$ cat src/rtl/mux_n_reg_pkg.sv
// Shared pipeline helpers: select-width derivation for N-way selectors.
package mux_n_reg_pkg;

    // Select width for an n-way selector; never narrower than one bit.
    function automatic int unsigned sel_width(input int unsigned n);
        return (n > 2) ? 32'($clog2(n)) : 32'd1;
    endfunction

endpackage

$ cat src/rtl/mux_n_sel.sv
// Combinational N-way word selector; out-of-range selects yield zero.
module mux_n_sel
    import mux_n_reg_pkg::*;
#(
    parameter int unsigned   LENGTH = 32,
    parameter int unsigned   INPUTS = 4,
    localparam int unsigned  SEL_W  = sel_width(INPUTS)
) (
    input  logic [INPUTS*LENGTH-1:0] in_data,
    input  logic [SEL_W-1:0]         select,
    output logic [LENGTH-1:0]        word_c,
    output logic                     out_of_range_c
);

    // Decode select and route the chosen word, zero when no word matches
    always_comb begin
        word_c         = '0;
        out_of_range_c = (32'(select) >= INPUTS);
        for (int unsigned k = 0; k < INPUTS; k++) begin
            if (32'(select) == k) begin
                word_c = in_data[k*LENGTH +: LENGTH];
            end
        end
    end

endmodule

$ cat src/rtl/mux_n_reg.sv
// Registered N-way selector stage with valid/ready handshake, flush and
// a flagged zero result for out-of-range selects.
module mux_n_reg
    import mux_n_reg_pkg::*;
#(
    parameter int unsigned   LENGTH = 32,
    parameter int unsigned   INPUTS = 4,
    localparam int unsigned  SEL_W  = sel_width(INPUTS)
) (
    input  logic                     clk,
    input  logic                     rst,
    input  logic [INPUTS*LENGTH-1:0] in_data,
    input  logic [SEL_W-1:0]         select,
    input  logic                     in_valid,
    output logic                     in_ready,
    input  logic                     flush,
    output logic [LENGTH-1:0]        out_data,
    output logic                     out_valid,
    input  logic                     out_ready,
    output logic                     sel_err
);

    typedef enum logic {
        ST_EMPTY = 1'b0,
        ST_FULL  = 1'b1
    } state_t;

    state_t              state_q;
    state_t              state_d;
    logic [LENGTH-1:0]   data_q;
    logic [LENGTH-1:0]   data_d;
    logic                err_q;
    logic                err_d;
    logic [LENGTH-1:0]   word_c;
    logic                oor_c;
    logic                accept_c;

    mux_n_sel #(
        .LENGTH (LENGTH),
        .INPUTS (INPUTS)
    ) u_sel (
        .in_data        (in_data),
        .select         (select),
        .word_c         (word_c),
        .out_of_range_c (oor_c)
    );

    // Ready whenever the slot is free or is being emptied this cycle
    assign in_ready  = (state_q == ST_EMPTY) || out_ready;
    assign out_valid = (state_q == ST_FULL);
    assign out_data  = data_q;
    assign sel_err   = err_q;

    // State and payload registers
    always_ff @(posedge clk) begin
        if (rst) begin
            state_q <= ST_EMPTY;
            data_q  <= '0;
            err_q   <= 1'b0;
        end else begin
            state_q <= state_d;
            data_q  <= data_d;
            err_q   <= err_d;
        end
    end

    // Next state: flush beats accept, accept beats drain, otherwise hold
    always_comb begin
        state_d  = state_q;
        data_d   = data_q;
        err_d    = err_q;
        accept_c = in_valid && in_ready && !flush;

        if (flush) begin
            state_d = ST_EMPTY;
            err_d   = 1'b0;
        end else if (accept_c) begin
            state_d = ST_FULL;
            data_d  = word_c;
            err_d   = oor_c;
        end else if ((state_q == ST_FULL) && out_ready) begin
            state_d = ST_EMPTY;
        end
    end

endmodule

$ cat config.mk
export PLATFORM = sky130hd
export DESIGN_NAME = mux_n_reg
export DESIGN_NICKNAME = d
export VERILOG_FILES = /design/src/rtl/mux_n_reg_pkg.sv /design/src/rtl/mux_n_sel.sv /design/src/rtl/mux_n_reg.sv
export SDC_FILE = /design/constraint.sdc
export NUM_CORES = 1
export LEC_CHECK = 0
export ABC_CLOCK_PERIOD_IN_PS = 3100
export CORE_MARGIN = 2
export CORE_UTILIZATION = 33
export DETAILED_ROUTE_END_ITERATION = 10
export PLACE_DENSITY = 0.87
export REMOVE_ABC_BUFFERS = 1
export SLEW_MARGIN = 20
export SYNTH_ARGS = -nofsm -noshare
export SYNTH_HDL_FRONTEND = slang
export SYNTH_SLANG_ARGS = --single-unit
$ cat constraint.sdc
create_clock -name clk -period 3.1 [get_ports clk]
set_input_delay 0.465 -clock clk [delete_from_list [all_inputs] [get_ports clk]]
set_output_delay 0.465 -clock clk [all_outputs]
set_load 0.005 [all_outputs]
==> impl_metrics.env <==
export IMPL_critPathLaunchType="input port"
export IMPL_row_count=26
export IMPL_cts_repair_resized=0
export IMPL_cts_tree="built"
export IMPL_cp_cell_sequence="clkdlybuf4s50_1 > nand2b_2 > clkdlybuf4s50_1"
export IMPL_drt_initial_drc_count=13
export IMPL_worstReg2RegStart="out_valid"
export IMPL_synth_enable_flop_cells=0
export IMPL_async_flop_share_pct=0
export IMPL_synth_most_common_cell="dfxtp_1"
export IMPL_fin_util_pct=69.30
export IMPL_die_height_um=78.05
export IMPL_drc=0
export IMPL_cts_buffers=5
export IMPL_whs_ps=477.7
export IMPL_pwr_share_seq_pct=40.6
export IMPL_clkLatencyLatePin_ps=270
export IMPL_synth_distinct_cells=15
export IMPL_die_w_um=78.05
export IMPL_hold_violations=0
export IMPL_fmax_ghz=0.4821
export IMPL_initial_utilization_pct=34.76
export IMPL_hold_path_startpoint="out_data[4]"
export IMPL_switching_share_pct=21.13
export IMPL_vias_per_cell=5.116
export IMPL_dpl_hpwl_mm=4.738
export IMPL_grt_max_degree=33
export IMPL_root_buffer="clkbuf_8"
export IMPL_numPortBuffers=168
export IMPL_slowest_stage="clkdlybuf4s50_1"
export IMPL_h_tree_depth=2
export IMPL_tns_ps=0
export IMPL_p_sw_uw=240.4
export IMPL_wl_mm=5.880
export IMPL_track_usage_pct=19.11
export IMPL_rr_worst_depth=3
export IMPL_max_cap_violations=0
export IMPL_yosysWarnings=0
export IMPL_clock_sinks=33
export IMPL_die_area_sq_um=6091
export IMPL_holdCritPathClass="flip-flop to flip-flop"
export IMPL_ys_flop_type="dfxtp_1"
export IMPL_finalMaxSlewViolations=0
export IMPL_critical_path_class="input port to primary output"
export IMPL_vias=1801
export IMPL_postCtsHoldBufs=0
export IMPL_antenna_found_initial=0
export IMPL_timing_final_ws_setup_ps=1026
export IMPL_yosys_area_top_type="mux4_2"
export IMPL_syn_to_final_growth_pct=99.38
export IMPL_cp_arrival_ps=1610
export IMPL_timing_rr_end="out_data[15]"
export IMPL_grt_pass1_vias=1950
export IMPL_slew_headroom_pct=40.58
export IMPL_layout_drive_gt1_share_pct=14.89
export IMPL_antenna_left=0
export IMPL_vdd_drop_max_v=0.0001543
export IMPL_place_area_sq_um=3520
export IMPL_antenna_cells=0
export IMPL_combPwrFrac_pct=31.9
export IMPL_rsz0062_at_grt="no"
export IMPL_grt_first_pass_wirelength_mm=9.045
export IMPL_status="finished clean"
export IMPL_pin_count=170
export IMPL_core_area_sq_um=5205
export IMPL_drt_wirelength_per_cell_um=16.70
export IMPL_clock_path_buffers=2
export IMPL_final_area_sq_um=3607
export IMPL_pre_cts_ws_ps=699.2
export IMPL_synth_avg_cell_area_sq_um=15.08
export IMPL_worstMarginPinSlew_ps=891.3
export IMPL_p_leak_uw=0.001323
export IMPL_clockPowerShare_pct=27.4
export IMPL_synthCells=120
export IMPL_synth_area_leaders="mux4_2 (37%), dfxtp_1 (37%), a22o_1 (15%)"
export IMPL_finalNetCount=417
export IMPL_cp_required_ps=2630
export IMPL_synth_top_cell_area_share_pct=37.34
export IMPL_grt_overflow_total=0
export IMPL_ff2ff_setup_slack_ps=1570
export IMPL_holdPathEnd="out_data[4]"
export IMPL_power_density_nw_per_um2=315.4
export IMPL_period_minus_slack_ps=2074
export IMPL_post_cts_setup_buffers=0
export IMPL_timing_critical_path_slowest_cell_delay_ps=520
export IMPL_clkTransAtPathRegs_ps=60
export IMPL_drt_pass1_iterations=3
export IMPL_period_share_pct=66.92
export IMPL_setup_viol=0
export IMPL_yosys_register_bits=33
export IMPL_power_internal_uw=897.2
export IMPL_synth_common_cells="dfxtp_1 (33), a22o_1 (32), mux4_2 (30)"
export IMPL_min_path_cells=1
export IMPL_skew_ps=2.901
export IMPL_routabilityCongestion=0.7269
export IMPL_worst_path_most_repeated_cell="clkdlybuf4s50_1"
export IMPL_netlist_area_sq_um=1809
export IMPL_critPathCaptureType="primary output"
export IMPL_yosysSeqAreaShare_pct=36.51
export IMPL_cp_max_fo=4
sequential cells by signal (all words and copies together) (netlist names):
name and cells:
out_valid 1, out_data 32
worst max-delay path by stage:
stage / start / depth (start not counted) / slack [ps] / end
floorplan: out_ready / 3 / 800 / out_data[0]
global placement: out_ready / 4 / 780 / out_data[12]
detailed placement: out_ready / 4 / 700 / out_data[12]
CTS: out_ready / 4 / 990 / out_data[12]
global route: out_ready / 3 / 980 / in_ready
finish: out_ready / 3 / 1030 / in_ready
metal layers:
layer	global-route usage (%)	up-vias	wire length (um)
met5	0	-	0
met3	5.287	14	533
li1	-	832	-
met1	19.87	848	1992
met4	8.596	0	179
met2	35.60	107	3175
area by class of cell:
| class | instances | area, sq um |
|---|---|---|
| timing repair buffer | 170 | 1704 |
| fill | 402 | 1598 |
| multi-input combinational | 70 | 1061 |
| sequential | 33 | 660.6 |
| tap | 70 | 87.58 |
| clock buffer | 7 | 86.33 |
| inverter | 2 | 7.507 |
worst max-delay path, delay by kind of cell:
family / cells / cell delay (ps)
buf+inv: 2 / 980
simple gates: 1 / 160
cells in the final DEF, fill, tap and decap left out:
cell type        Yosys  layout
clkdlybuf4s50_1      0     167
dfxtp_1             33      33
a22o_1              32      32
mux4_2              30      30
clkbuf_8             0       6
mux4_1               2       2
inv_1                2       2
nand2b_2             1       1
nor2_1               1       1
and3_2               0       1
a31oi_4              0       1
a21boi_0             1       1
conb_1               1       1
clkbuf_1             5       1
buf_2                5       1
buf_4                1       1
buf_12               0       1
metrics by stage:
stage / instances / power, uW
floorplan: 105 / 579.2
global placement: 345 / 827.4
detailed placement: 345 / 837.1
CTS: 352 / 1153
global route: 352 / 1196
finish: 352 / 1138
power by group through the flow:
stage                     combinational, uW  sequential, uW  clock (uW)
final                                   363             462         312
after global routing                    387             465         345
after CTS                               367             462         324
after detailed placement                366             471           0
after global placement                  357             471           0
after floorplan                         106             473           0
logic make-up after synthesis:
kind of cell	Yosys count	share of synthesized area, %
muxes	32	40.25
DFF	33	36.51
AOI/OAI and AO/OA	34	16.25
other	1	0.2073
buffers and inverters	17	5.740
and+or+nand+nor	3	1.037
Power figures use the tool's default switching activity.
